--- src/rtl/mem_arb_pkg.sv ---
// mem_arb_pkg: shared state/owner encodings and default widths for mem_arbiter.
package mem_arb_pkg;
    localparam int DEF_ADDR_W      = 32;
    localparam int DEF_DATA_W      = 32;
    localparam int DEF_TIMEOUT_CYC = 255;

    typedef enum logic [1:0] {IDLE, REQ, RSP} state_t;
    typedef enum logic {OWN_IF, OWN_LS} owner_t;
endpackage

--- src/rtl/mem_arb_pick.sv ---
// mem_arb_pick: combinational winner selection between fetch and load/store requests.
// MEM_ARBITER_RR_EN selects round-robin tie-breaking; otherwise load/store wins ties.
module mem_arb_pick
    import mem_arb_pkg::*;
(
    input  logic if_req,
    input  logic ls_req,
    input  logic last_ls,
    output logic valid,
    output logic win_ls
);
    assign valid = if_req | ls_req;
`ifdef MEM_ARBITER_RR_EN
    // a tie goes to whoever did not win the previous arbitration
    assign win_ls = (if_req && ls_req) ? !last_ls : ls_req;
`else
    logic unused_last;
    assign unused_last = last_ls;
    assign win_ls = ls_req;
`endif
endmodule

--- src/rtl/mem_arbiter.sv ---
// mem_arbiter: shares one memory bus between fetch and load/store, one transaction at a time,
// with a response watchdog; MEM_ARBITER_RR_EN enables round-robin tie-breaking.
module mem_arbiter
    import mem_arb_pkg::*;
#(
    parameter int ADDR_W      = DEF_ADDR_W,
    parameter int DATA_W      = DEF_DATA_W,
    parameter int TIMEOUT_CYC = DEF_TIMEOUT_CYC
) (
    input  logic                i_clk,
    input  logic                i_reset,
    input  logic                i_if_req,
    input  logic [ADDR_W-1:0]   i_if_addr,
    output logic                o_if_gnt,
    output logic                o_if_rvalid,
    output logic [DATA_W-1:0]   o_if_rdata,
    input  logic                i_ls_req,
    input  logic                i_ls_we,
    input  logic [DATA_W/8-1:0] i_ls_be,
    input  logic [ADDR_W-1:0]   i_ls_addr,
    input  logic [DATA_W-1:0]   i_ls_wdata,
    output logic                o_ls_gnt,
    output logic                o_ls_rvalid,
    output logic [DATA_W-1:0]   o_ls_rdata,
    output logic                o_mem_req,
    output logic                o_mem_we,
    output logic [DATA_W/8-1:0] o_mem_be,
    output logic [ADDR_W-1:0]   o_mem_addr,
    output logic [DATA_W-1:0]   o_mem_wdata,
    input  logic                i_mem_gnt,
    input  logic                i_mem_rvalid,
    input  logic [DATA_W-1:0]   i_mem_rdata,
    output logic                o_err
);
    localparam int BE_W = DATA_W / 8;
    localparam int CW   = $clog2(TIMEOUT_CYC + 1);

    state_t        state;
    owner_t        owner;
    owner_t        last;
    logic [CW-1:0] cnt;
    logic          pick_valid;
    logic          win_ls;
    logic          done;
    logic          timeout;
    logic          arb;
    logic          rsp;

    assign done    = state == RSP && i_mem_rvalid;
    assign timeout = state == RSP && !i_mem_rvalid && cnt == CW'(TIMEOUT_CYC - 1);
    assign arb     = state == IDLE || done;

    mem_arb_pick u_pick (
        .if_req  (i_if_req),
        .ls_req  (i_ls_req),
        .last_ls (last == OWN_LS),
        .valid   (pick_valid),
        .win_ls  (win_ls)
    );

`ifdef MEM_ARBITER_RR_EN
    always_ff @(posedge i_clk)
        if (!i_reset)
            last <= OWN_LS;
        else if (arb && pick_valid)
            last <= win_ls ? OWN_LS : OWN_IF;
`else
    assign last = OWN_LS;
`endif

    always_ff @(posedge i_clk) begin
        if (!i_reset) begin
            state       <= IDLE;
            owner       <= OWN_IF;
            cnt         <= '0;
            o_mem_we    <= 1'b0;
            o_mem_be    <= '0;
            o_mem_addr  <= '0;
            o_mem_wdata <= '0;
        end else if (arb) begin
            state <= pick_valid ? REQ : IDLE;
            if (pick_valid) begin
                owner       <= win_ls ? OWN_LS : OWN_IF;
                o_mem_we    <= win_ls && i_ls_we;
                o_mem_be    <= win_ls ? i_ls_be : {BE_W{1'b1}};
                o_mem_addr  <= win_ls ? i_ls_addr : i_if_addr;
                o_mem_wdata <= win_ls ? i_ls_wdata : '0;
            end
        end else if (state == REQ && i_mem_gnt) begin
            state <= RSP;
            cnt   <= '0;
        end else if (timeout) begin
            state <= IDLE;
        end else if (state == RSP) begin
            cnt <= cnt + 1'b1;
        end
    end

    // handshake outputs are forced low while reset is asserted
    assign rsp         = i_reset && (done || timeout);
    assign o_mem_req   = i_reset && state == REQ;
    assign o_if_gnt    = o_mem_req && i_mem_gnt && owner == OWN_IF;
    assign o_ls_gnt    = o_mem_req && i_mem_gnt && owner == OWN_LS;
    assign o_if_rvalid = rsp && owner == OWN_IF;
    assign o_ls_rvalid = rsp && owner == OWN_LS;
    assign o_if_rdata  = (o_if_rvalid && done) ? i_mem_rdata : '0;
    assign o_ls_rdata  = (o_ls_rvalid && done) ? i_mem_rdata : '0;
    assign o_err       = i_reset && timeout;
endmodule

--- config.mk ---
export PLATFORM = sky130hd
export DESIGN_NAME = mem_arbiter
export DESIGN_NICKNAME = d
export VERILOG_FILES = /design/src/rtl/mem_arb_pkg.sv /design/src/rtl/mem_arb_pick.sv /design/src/rtl/mem_arbiter.sv
export SDC_FILE = /design/constraint.sdc
export NUM_CORES = 1
export LEC_CHECK = 0
export BUFFER_PORTS_ARGS = -buffer_cell sky130_fd_sc_hd__buf_2
export CORE_AREA = 2 2 107 109
export DETAILED_ROUTE_END_ITERATION = 10
export DIE_AREA = 0 0 109 111
export GPL_TIMING_DRIVEN = 0
export PLACE_DENSITY = 0.76
export SYNTH_ARGS = -nofsm -noshare
export SYNTH_HDL_FRONTEND = slang
export SYNTH_HIERARCHICAL = 1
export SYNTH_SLANG_ARGS = --single-unit
--- constraint.sdc ---
create_clock -name i_clk -period 4.5 [get_ports i_clk]
set_input_delay 1.125 -clock i_clk [delete_from_list [all_inputs] [get_ports i_clk]]
set_output_delay 1.125 -clock i_clk [all_outputs]
set_load 0.02 [all_outputs]
Yosys cells after proc, flatten, opt, wreduce, memory -nomap -nowiden
Index checks and enable logic that the tools add are counted.
{"block": "classes", "addsub": 1, "n_mul": 0, "div": 0, "order_cmp": 0, "n_eq_ne": 4, "shifts": 0, "n_mux": 13, "bitwise_logic": 3, "reduce_logical": 23}
{"operator": "2-to-1 mux 32 bit", "n": 4}
{"operator": "2-to-1 mux 8 bit", "n": 3}
{"operator": "logical AND 1 bit", "n": 15}
{"operator": "adder 8 x 1 -> 8 bit (second input constant)", "n": 1}
{"operator": "== test 8 bit (second input constant)", "n": 1}
{"operator": "2-to-1 mux 2 bit", "n": 3}
{"operator": "2-to-1 mux 4 bit", "n": 1}
{"operator": "AND reduction 3 bit", "n": 1}
{"operator": "nonzero test 3 bit", "n": 1}
{"operator": "== test 2 x 1 -> 1 bit (second input constant)", "n": 1}
{"operator": "== test 2 bit (second input constant)", "n": 1}
{"operator": "logical NOT 2 bit", "n": 1}
{"operator": "logical OR 1 bit", "n": 2}
{"operator": "2-to-1 mux 1 bit", "n": 2}
{"operator": "inequality test 2 x 1 -> 1 bit (second input constant)", "n": 1}
{"operator": "inverter 1 bit", "n": 2}
{"operator": "AND reduction 2 bit", "n": 1}
{"operator": "nonzero test 2 bit", "n": 1}
{"operator": "logical NOT 1 bit", "n": 1}
{"operator": "OR 1 bit", "n": 1}
{"block": "totals", "register_bits": 80, "latch_bits": 0, "ram_bits": 0, "romBits": 0, "inputBits": 139, "out_inout_bits": 139, "word_cells": 51, "mem_count": 0}

Longest topological paths before layout
Gate-level depths: netlist (run 1).
{"block": "logic_depth", "depth_word": 8, "ltp_mapped": 6}

Hierarchy
Netlist (run 1), hierarchy kept.
{"module": "mem_arbiter", "instances": 1, "cells_each": 476, "area_per_inst_um2": 4299.1, "seq_area_each_um2": 1601.5}
{"module": "mem_arb_pick", "instances": 1, "cells_each": 2, "area_per_inst_um2": 13.8, "seq_area_each_um2": 0.0}

Worst setup path before layout (run 1)
Ideal clock, no wire load.
{"block": "synth_path", "path_type": "input to output", "start": "input i_reset", "end": "output o_if_rdata[10]", "arrival_ps": 1801, "t_required_ps": 3375, "slack_ps": 1574, "cell_stages": 4, "path_buffers": 1, "path_cell_list": "nand3b_4 -> nor3_2 -> buf_2 -> and2_1"}
{"block": "synth_between", "elab_chain_len": 4}
{"element": "from (decl)", "line_no": "mem_arbiter.sv:11", "source": "input logic i_reset,"}
{"element": "logical AND 1 bit", "line_no": "mem_arbiter.sv:100", "source": "assign rsp = i_reset && (done || timeout);"}
{"element": "logical AND 1 bit", "line_no": "mem_arbiter.sv:104", "source": "assign o_if_rvalid = rsp && owner == OWN_IF;"}
{"element": "logical AND 1 bit", "line_no": "mem_arbiter.sv:106", "source": "assign o_if_rdata = (o_if_rvalid && done) ? i_mem_rdata : '0;"}
{"element": "2-to-1 mux 32 bit", "line_no": "mem_arbiter.sv:106"}
{"element": "to (decl)", "line_no": "mem_arbiter.sv:16", "source": "output logic [DATA_W-1:0] o_if_rdata,"}
No other way between the ends.

Worst setup path in the final report (run 1)
{"block": "layout_path", "start": "input i_reset", "end": "output o_if_rdata[7]"}
Same word-level chain as after synthesis.

==> flow_metrics.py, run 1 <==
metrics = {
    "outcome": {
        "outcome": "complete, no violations",
    },
    "die": {
        "rows": 39,
        "floorplan.core_area_mm2": 0.0111,
        "top_level_ports": 278,
        "floorplan.die.width_um": 109,
        "dieHeight_um": 111,
        "start_util_pct": 38.9,
        "die_area_mm2": 0.0121,
    },
    "sta": {
        "timing.final.hold_violations": 0,
        "final.setup_skew_ns": 0.00610,
        "unrepaired_setup_endpoints_after_global_routing": "false",
        "timing.max_slew.rel_slack_pct": 52.2,
        "finalCritPeriodShare_pct": 76.6,
        "setup_viol_count_final": 0,
        "finalSetupTns_ns": 0,
        "timing_worst_slew_pin_value_ns": 0.717,
        "maxClockFrequency_mhz": 290,
        "post-route-min-period_ns": 3.45,
        "final_slew_viol_count": 0,
    },
    "critical_path": {
        "worst-endpoint-arrival_ns": 2.32,
        "master_of_the_slowest_instance_on_the_critical_path": "sky130_fd_sc_hd__nor3_2",
        "timing.critical_path.buf_inv": 3,
        "worstPathRequired_ns": 3.38,
        "path_class": "primary input to output port",
        "cp_max_fo": 10,
        "crit_path_end_kind": "output port",
        "cpPeakStageDelay_ns": 0.28,
        "library_cell_appearing_most_often_on_the_critical_path": "sky130_fd_sc_hd__buf_2",
        "critical_path.top_delay_family": "buffers and inverters",
        "crit_chain": "buf_2, nand3b_4, nor3_2, buf_2, and2_1, buf_2",
        "worstSetupStartpointType": "primary input",
    },
    "cells_and_area": {
        "n_antenna_cell": 0,
        "post_route_cells_drive_above_1_share_pct": 47.0,
        "design.final.nets": 906,
        "number_of_standard_cells_in_the_final_layout_excluding_fillers": 913,
        "postLayoutCoreUtil_pct": 55.9,
        "area_delta_synth_final_pct": 43.8,
        "layout.filler_cells": 1072,
    },
    "grt": {
        "grtUsageTotal_pct": 23.1,
        "number_of_antenna_violations_at_the_first_check_in_global_routing": 0,
        "grt_pass1_wl_mm": 21.9,
        "largest_net_degree_at_the_start_of_global_routing": 15,
        "vias_in_the_first_global_route": 4389,
        "gr-total-overflow": 0,
    },
    "clock_tree": {
        "cts_hold_buffers": 0,
        "clk-insertion-delay-late_ns": 0.33,
        "post_cts_resized": 0,
        "clk_pin_slew_ns": 0.06,
        "ctsHtreeMaxLevel": 3,
        "post_cts_setup_inserts": 0,
        "cts_buffer_depth": 2,
        "tritoncts": "yes",
        "total_cts_buffers": 9,
        "clock-sinks": 80,
        "clock_root_buffer": "sky130_fd_sc_hd__clkbuf_16",
    },
    "placed_design": {
        "dpl.cell_count": 897,
        "gp_congestion": 0.778,
        "place.detailed.hpwl_mm": 11.4,
        "input_output_buffers": 277,
    },
    "power_and_ir_drop": {
        "vdd_drop_max_v": 0.000148,
        "power.density_mw_per_mm2": 328,
        "power.static_leakage_uw": 0.00307,
    },
    "yosys": {
        "synthesis.instances": 477,
        "synth.yosys.warnings": 6,
        "synthesis.nets": 618,
        "syn_area_mm2": 0.00431,
        "syn-mean-instance-area_um2": 9.03,
    },
    "job": {
        "drv.max_cap_violation_count": 0,
    },
    "detailed_routing": {
        "drcViolationCount": 0,
        "finalWirelength_mm": 14.8,
        "num_vias": 4727,
        "routed_wire_length_per_instance_um": 16.2,
        "vias_per_cell": 5.18,
        "ant_nets": 0,
        "drt-pass1-iter-count": 4,
        "detail_route.iter0.violations": 188,
    },
    "min_path": {
        "hold_class": "flop to flop",
    },
}
[path summary, 6_finish.rpt]
kind	startpoint	endpoint	slack, ns	cells past startpoint
setup / recovery	i_reset	o_if_rdata[7]	1.05	6
hold reg to reg	o_mem_wdata[19]$_SDFFE_PN0P_	o_mem_wdata[19]$_SDFFE_PN0P_	0.47	2
hold / removal	o_mem_wdata[19]$_SDFFE_PN0P_	o_mem_wdata[19]$_SDFFE_PN0P_	0.47	2
setup reg to reg	cnt[0]$_SDFFE_PN0P_	cnt[1]$_SDFFE_PN0P_	2.72	6
[metrics by stage]
step | total power (µW) | instance area, µm² | setup WS (ns) | hold WS [ns]
finish | 2030 | 6200 | 1.05 | 0.474
global route | 2110 | 6200 | 0.927 | 0.497
CTS | 2050 | 6200 | 1.03 | 0.476
detailed placement | 1250 | 5870 | 1.04 | 0.465
global placement | 1250 | 5870 | 1.06 | 0.460
floorplan | 1080 | 4310 | 1.57 | 0.470
[routing by layer]
layer	part of all wire, %	track usage [%]	vias to the layer above
met5	0	0	-
met4	1.3	5.21	0
met3	7.3	5.76	18
met2	51	42.7	174
met1	40	26.1	2214
li1	-	-	2321
[worst reg2reg max path, cell delays in order, from the launching register on]
cell                        delay [ns]
sky130_fd_sc_hd__dfxtp_1          0.40
sky130_fd_sc_hd__inv_1            0.10
sky130_fd_sc_hd__ha_1             0.23
sky130_fd_sc_hd__and3_1           0.18
sky130_fd_sc_hd__buf_2            0.17
sky130_fd_sc_hd__a2111oi_4        0.41
sky130_fd_sc_hd__mux2i_1          0.22
[final cells by class]
cell class / instances / area [µm²] / share of cell area, %
multi-input combinational: 334 / 2370 / 38.3
sequential: 80 / 1600 / 25.8
timing repair buffer: 277 / 1390 / 22.4
buffer: 54 / 300 / 4.85
clock buffer: 10 / 229 / 3.70
tap: 143 / 179 / 2.89
clock inverter: 6 / 92.6 / 1.49
inverter: 9 / 33.8 / 0.545
[report_power, final]
part           internal (µW)  switching, µW
clock                    489            301
sequential               763           27.9
combinational            177            273
total                   1430            601
[registers in the layout, summed over array words and instances, names as in the netlist]
register     cells
o_mem_addr      32
o_mem_wdata     32
cnt              8
o_mem_be         4
state            2
o_mem_we         1
owner            1
[cells in the final DEF, fill, tap and decap left out, types with 3 or more instances in the layout]
master	n
sky130_fd_sc_hd__buf_2	294
sky130_fd_sc_hd__buf_4	10
sky130_fd_sc_hd__a311oi_1	4
sky130_fd_sc_hd__mux2i_1	37
sky130_fd_sc_hd__nor3_1	3
sky130_fd_sc_hd__clkbuf_16	9
sky130_fd_sc_hd__nand3b_1	5
sky130_fd_sc_hd__buf_6	5
sky130_fd_sc_hd__o21ai_0	4
sky130_fd_sc_hd__nand2_1	4
sky130_fd_sc_hd__nor2_1	3
sky130_fd_sc_hd__nor2b_1	3
sky130_fd_sc_hd__nand3_1	7
sky130_fd_sc_hd__a21oi_1	75
sky130_fd_sc_hd__nand4_1	34
sky130_fd_sc_hd__o21ai_1	30
sky130_fd_sc_hd__dfxtp_1	80
sky130_fd_sc_hd__clkbuf_1	21
sky130_fd_sc_hd__a211oi_1	6
sky130_fd_sc_hd__and2_1	65
sky130_fd_sc_hd__and4b_1	3
sky130_fd_sc_hd__inv_1	7
sky130_fd_sc_hd__a211oi_2	30
(Power assumes the default switching activity.)
==> run 2, diff against run 1 <==
- CORE_AREA: 2 2 107 109 -> default
- CORE_UTILIZATION: default -> 39
- DIE_AREA: 0 0 109 111 -> default
- PLACE_DENSITY: 0.76 -> 0.78
- clock period: 4.5 -> 2.8 ns (I/O delays scaled with it)
==> flow_metrics.py, run 2 (synthesized netlist as in run 1, its figures left out) <==
metrics = {
    "outcome": {
        "outcome": "complete, no violations",
    },
    "die": {
        "floorplan.core_area_mm2": 0.0108,
        "rows": 38,
        "die_area_mm2": 0.0115,
        "floorplan.die.width_um": 107,
        "top_level_ports": 278,
        "dieHeight_um": 107,
        "start_util_pct": 39.9,
    },
    "grt": {
        "grt_pass1_wl_mm": 21.0,
        "vias_in_the_first_global_route": 4217,
        "gr-total-overflow": 0,
        "largest_net_degree_at_the_start_of_global_routing": 14,
        "number_of_antenna_violations_at_the_first_check_in_global_routing": 1,
        "grtUsageTotal_pct": 23.3,
    },
    "cells_and_area": {
        "register_area_mm2": 0.00160,
        "n_antenna_cell": 0,
        "layout.filler_cells": 1032,
        "largestRegisters": "o_mem_addr x32, o_mem_wdata x32, cnt x8",
        "multi_input_comb_area_mm2": 0.00237,
        "most-common-layout-cells": "294 x sky130_fd_sc_hd__buf_2, 80 x sky130_fd_sc_hd__dfxtp_1, 75 x sky130_fd_sc_hd__a21oi_1, 65 x sky130_fd_sc_hd__and2_1, 37 x sky130_fd_sc_hd__mux2i_1",
        "layout_commonest_cell": "sky130_fd_sc_hd__buf_2",
        "area_delta_synth_final_pct": 40.6,
        "post_route_cells_drive_above_1_share_pct": 46.9,
        "design.final.nets": 906,
    },
    "clock_tree": {
        "post_cts_resized": 0,
        "cts_buffer_depth": 2,
        "tritoncts": "yes",
        "cts_hold_buffers": 0,
        "clock_root_buffer": "sky130_fd_sc_hd__clkbuf_8",
        "ctsHtreeMaxLevel": 3,
        "post_cts_setup_inserts": 0,
        "clk_pin_slew_ns": 0.09,
        "clk-insertion-delay-late_ns": 0.34,
        "total_cts_buffers": 9,
        "clock-sinks": 80,
    },
    "power_and_ir_drop": {
        "power.density_mw_per_mm2": 467,
        "total_power_uw": 2830,
        "vdd_drop_max_v": 0.000285,
        "power.static_leakage_uw": 0.00301,
    },
    "sta": {
        "timing.max_slew.rel_slack_pct": 51.0,
        "unrepaired_setup_endpoints_after_global_routing": "false",
        "finalSetupTns_ns": 0,
        "final_slew_viol_count": 0,
        "timing.final.hold_violations": 0,
        "finalCritPeriodShare_pct": 94.1,
        "setup_viol_count_final": 0,
        "post-route-min-period_ns": 2.64,
        "final.setup_skew_ns": 0.0116,
        "maxClockFrequency_mhz": 379,
        "timing_worst_slew_pin_value_ns": 0.735,
    },
    "job": {
        "drv.max_cap_violation_count": 0,
    },
    "detailed_routing": {
        "detail_route.iter0.violations": 228,
        "ant_nets": 0,
        "num_vias": 4694,
        "drcViolationCount": 0,
        "routed_wire_length_per_instance_um": 15.5,
        "finalWirelength_mm": 14.1,
        "drt-pass1-iter-count": 4,
        "vias_per_cell": 5.16,
    },
    "critical_path": {
        "worst-endpoint-arrival_ns": 1.94,
        "timing.critical_path.to": "o_if_rdata[30]",
        "r2r.worst_path.cells": 6,
        "crit_path_end_kind": "output port",
        "regToRegStartpoint": "cnt[0]$_SDFFE_PN0P_",
        "worstPathRequired_ns": 2.10,
        "path_class": "flop to output port",
        "cp_max_fo": 10,
        "worstSetupStartpointType": "flop",
        "r2r_setup_slk_ns": 1.05,
        "setup.worst_path.start": "state[0]$_SDFFE_PN0P_",
        "rr_endpoint": "cnt[0]$_SDFFE_PN0P_",
    },
    "placed_design": {
        "place.detailed.hpwl_mm": 10.8,
        "gp_congestion": 0.826,
        "input_output_buffers": 277,
    },
    "min_path": {
        "hold_class": "flop to flop",
    },
}
==> run 2: changes by cell type in the layout (fill, tap and decap cells not counted) <==
cell	before	now
sky130_fd_sc_hd__clkbuf_1	21	22
sky130_fd_sc_hd__clkinv_2	0	1
sky130_fd_sc_hd__inv_6	1	0
sky130_fd_sc_hd__bufinv_16	2	1
sky130_fd_sc_hd__clkbuf_8	0	9
sky130_fd_sc_hd__clkinv_4	1	0
sky130_fd_sc_hd__clkbuf_16	9	0
sky130_fd_sc_hd__clkinvlp_4	2	3
==> run 2: worst min path at each step <==
stage	slack (ns)	from	cells after the start	end
floorplan	0.47	cnt[6]$_SDFFE_PN0P_	2	cnt[6]$_SDFFE_PN0P_
global placement	0.46	o_mem_wdata[2]$_SDFFE_PN0P_	2	o_mem_wdata[2]$_SDFFE_PN0P_
detailed placement	0.47	o_mem_wdata[4]$_SDFFE_PN0P_	2	o_mem_wdata[4]$_SDFFE_PN0P_
CTS	0.48	o_mem_wdata[31]$_SDFFE_PN0P_	2	o_mem_wdata[31]$_SDFFE_PN0P_
global route	0.50	o_mem_wdata[1]$_SDFFE_PN0P_	2	o_mem_wdata[1]$_SDFFE_PN0P_
finish	0.48	o_mem_wdata[3]$_SDFFE_PN0P_	2	o_mem_wdata[3]$_SDFFE_PN0P_
==> run 2: worst max-delay path, cell delays in order, from the launching register on <==
cell	delay [ns]
sky130_fd_sc_hd__dfxtp_1	0.33
sky130_fd_sc_hd__buf_2	0.18
sky130_fd_sc_hd__nand3b_4	0.20
sky130_fd_sc_hd__nor3_2	0.31
sky130_fd_sc_hd__buf_2	0.26
sky130_fd_sc_hd__and2_1	0.16
sky130_fd_sc_hd__buf_2	0.16
==> run 2: metrics by stage <==
stage               worst slack, ns  hold slack [ns]  util, %  cell area, µm²  cells
global route                0.00858            0.503     56.1            6060    910
detailed placement            0.191            0.470     54.4            5870    894
finish                        0.164            0.480     56.1            6060    910
floorplan                     0.648            0.470        -            4310    477
CTS                           0.119            0.484     56.1            6060    910
global placement              0.184            0.463     54.4            5870    894
==> run 2: cell type report <==
type / instances / area share (%)
Clock inverter: 5 / 0.950
Buffer: 54 / 4.96
Inverter: 9 / 0.558
Clock buffer: 11 / 2.17
Timing Repair Buffer: 277 / 22.9
Tap cell: 140 / 2.89
Multi-Input combinational cell: 334 / 39.2
Sequential cell: 80 / 26.4
==> run 2: power breakdown <==
part | leakage [µW] | switching (µW) | internal [µW]
Combinational | 0.00227 | 436 | 285
Sequential | 0.000658 | 43.4 | 1220
Clock | 0.0000856 | 432 | 412
Total | 0.00301 | 911 | 1920
==> run 2: layer usage <==
layer  routed length (µm)  global-route usage (%)  vias up
met5                   13                       0        -
met4                  226                    6.75        2
met3                  965                    4.92       23
met2                 7300                    43.4      177
met1                 5600                    26.5     2182
li1                     -                       -     2310
==> run 3, diff against run 2 <==
- ABC_AREA: default -> 1
- CORE_AREA: default -> 2 2 108 110
- CORE_UTILIZATION: 39 -> default
- DIE_AREA: default -> 0 0 110 112
- PLACE_DENSITY: 0.78 -> 0.72
==> flow_metrics.py, run 3 <==
metrics = {
    "cells_and_area": {
        "post_route_cells_drive_above_1_share_pct": 37.8,
        "n_antenna_cell": 0,
        "area_delta_synth_final_pct": 49.6,
        "post-route-cell-area_mm2": 0.00566,
        "layout_commonest_cell": "sky130_fd_sc_hd__buf_2",
        "multi_input_comb_area_mm2": 0.00175,
        "layout.filler_cells": 1195,
        "register_area_mm2": 0.00160,
        "most-common-layout-cells": "286 x sky130_fd_sc_hd__buf_2, 158 x sky130_fd_sc_hd__nand2_1, 112 x sky130_fd_sc_hd__nor2_1, 107 x sky130_fd_sc_hd__a21oi_1, 80 x sky130_fd_sc_hd__dfxtp_1",
        "design.final.nets": 1005,
        "largestRegisters": "o_mem_addr x32, o_mem_wdata x32, cnt x8",
    },
    "detailed_routing": {
        "routed_wire_length_per_instance_um": 13.1,
        "finalWirelength_mm": 13.3,
        "vias_per_cell": 4.50,
        "drcViolationCount": 0,
        "ant_nets": 0,
        "drt-pass1-iter-count": 4,
        "num_vias": 4549,
        "detail_route.iter0.violations": 224,
    },
    "placed_design": {
        "input_output_buffers": 277,
        "place.detailed.hpwl_mm": 10.8,
        "dpl_cell_area_mm2": 0.00535,
        "gp_congestion": 0.858,
    },
    "clock_tree": {
        "post_cts_setup_inserts": 0,
        "post_cts_resized": 0,
        "ctsHtreeMaxLevel": 3,
        "clock_root_buffer": "sky130_fd_sc_hd__clkbuf_16",
        "tritoncts": "yes",
        "cts_buffer_depth": 2,
        "clk_pin_slew_ns": 0.05,
        "clk-insertion-delay-late_ns": 0.33,
        "total_cts_buffers": 9,
        "cts_hold_buffers": 0,
        "clock-sinks": 80,
    },
    "die": {
        "rows": 39,
        "floorplan.die.width_um": 110,
        "die_area_mm2": 0.0123,
        "start_util_pct": 33.9,
        "dieHeight_um": 112,
        "top_level_ports": 278,
        "floorplan.core_area_mm2": 0.0112,
    },
    "grt": {
        "vias_in_the_first_global_route": 4048,
        "grt_pass1_wl_mm": 19.8,
        "grtUsageTotal_pct": 20.8,
        "number_of_antenna_violations_at_the_first_check_in_global_routing": 0,
        "largest_net_degree_at_the_start_of_global_routing": 13,
        "gr-total-overflow": 0,
    },
    "sta": {
        "unrepaired_setup_endpoints_after_global_routing": "false",
        "final_slew_viol_count": 0,
        "post-route-min-period_ns": 2.51,
        "timing.max_slew.rel_slack_pct": 62.4,
        "finalSetupTns_ns": 0,
        "timing_worst_slew_pin_value_ns": 0.564,
        "setup_viol_count_final": 0,
        "finalCritPeriodShare_pct": 89.8,
        "timing.final.hold_violations": 0,
        "maxClockFrequency_mhz": 398,
        "final.setup_skew_ns": 0.00537,
    },
    "yosys": {
        "synth.yosys.warnings": 6,
        "synthesis.instances": 576,
        "synthesis.nets": 717,
        "syn-mean-instance-area_um2": 6.57,
        "syn_area_mm2": 0.00378,
    },
    "power_and_ir_drop": {
        "p_seq_share_pct": 40.5,
        "power.static_leakage_uw": 0.00315,
        "power.density_mw_per_mm2": 547,
        "p_sw_uw": 848,
        "switch_share_pct": 27.4,
        "pwr-share-comb_pct": 20.2,
        "vdd_drop_max_v": 0.000344,
        "p_clk_share_pct": 39.3,
        "power.internal_uw": 2250,
    },
    "critical_path": {
        "worst-endpoint-arrival_ns": 1.81,
        "cp_max_fo": 10,
        "worstPathRequired_ns": 2.10,
        "crit_path_end_kind": "output port",
        "path_class": "primary input to output port",
        "worstSetupStartpointType": "primary input",
    },
    "min_path": {
        "hold_class": "flop to flop",
    },
    "outcome": {
        "outcome": "complete, no violations",
    },
    "job": {
        "drv.max_cap_violation_count": 0,
    },
}
## run 3: power by group through the flow
stage / Sequential (µW) / Clock [µW] / Combinational, µW
6_report: 1260 / 1220 / 626
5_1_grt: 1260 / 1300 / 695
4_1_cts: 1260 / 1250 / 635
3_5_place_dp: 1280 / 0 / 633
3_3_place_gp: 1280 / 0 / 631
2_1_floorplan: 1370 / 0 / 283
## run 3: area by class of cell
class	instances	share of cell area (%)
repair buffers	277	24.5
multi-input cells	407	30.9
clock buffers	11	4.29
inverters	54	3.58
clock inverters	3	1.19
plain buffers	35	4.05
well taps	143	3.16
flip-flops and latches	80	28.3
## run 3: through the flow
step	std cells	worst slack (ns)	utilization (%)	total power [µW]	hold WS, ns
detailed placement	996	0.245	47.9	1910	0.435
global route	1010	0.140	50.7	3260	0.469
floorplan	576	0.305	-	1650	0.470
global placement	996	0.239	47.9	1910	0.429
CTS	1010	0.235	50.7	3140	0.443
finish	1010	0.285	50.7	3100	0.438
## run 3: final timing paths
check	start	slack [ns]	cells past startpoint	endpoint
setup / recovery	i_reset	0.29	7	o_ls_rdata[12]
hold / removal	o_mem_be[2]$_SDFFE_PN0P_	0.44	2	o_mem_be[2]$_SDFFE_PN0P_
setup reg to reg	cnt[0]$_SDFFE_PN0P_	1.39	10	cnt[2]$_SDFFE_PN0P_
hold reg to reg	o_mem_be[2]$_SDFFE_PN0P_	0.44	2	o_mem_be[2]$_SDFFE_PN0P_
## run 3: critical path, cell delays in order
cell,delay (ns)
sky130_fd_sc_hd__buf_2,0.15
sky130_fd_sc_hd__inv_2,0.11
sky130_fd_sc_hd__nor2_2,0.16
sky130_fd_sc_hd__nand2_1,0.16
sky130_fd_sc_hd__buf_4,0.21
sky130_fd_sc_hd__nor2_1,0.14
sky130_fd_sc_hd__buf_2,0.19
## run 3: routing by layer
| layer | share of wire (%) | track usage, % |
|---|---|---|
| met1 | 41 | 23.6 |
| met2 | 49 | 36.8 |
| met3 | 9.0 | 7.08 |
| met4 | 1.1 | 5.49 |
| met5 | 0 | 0 |
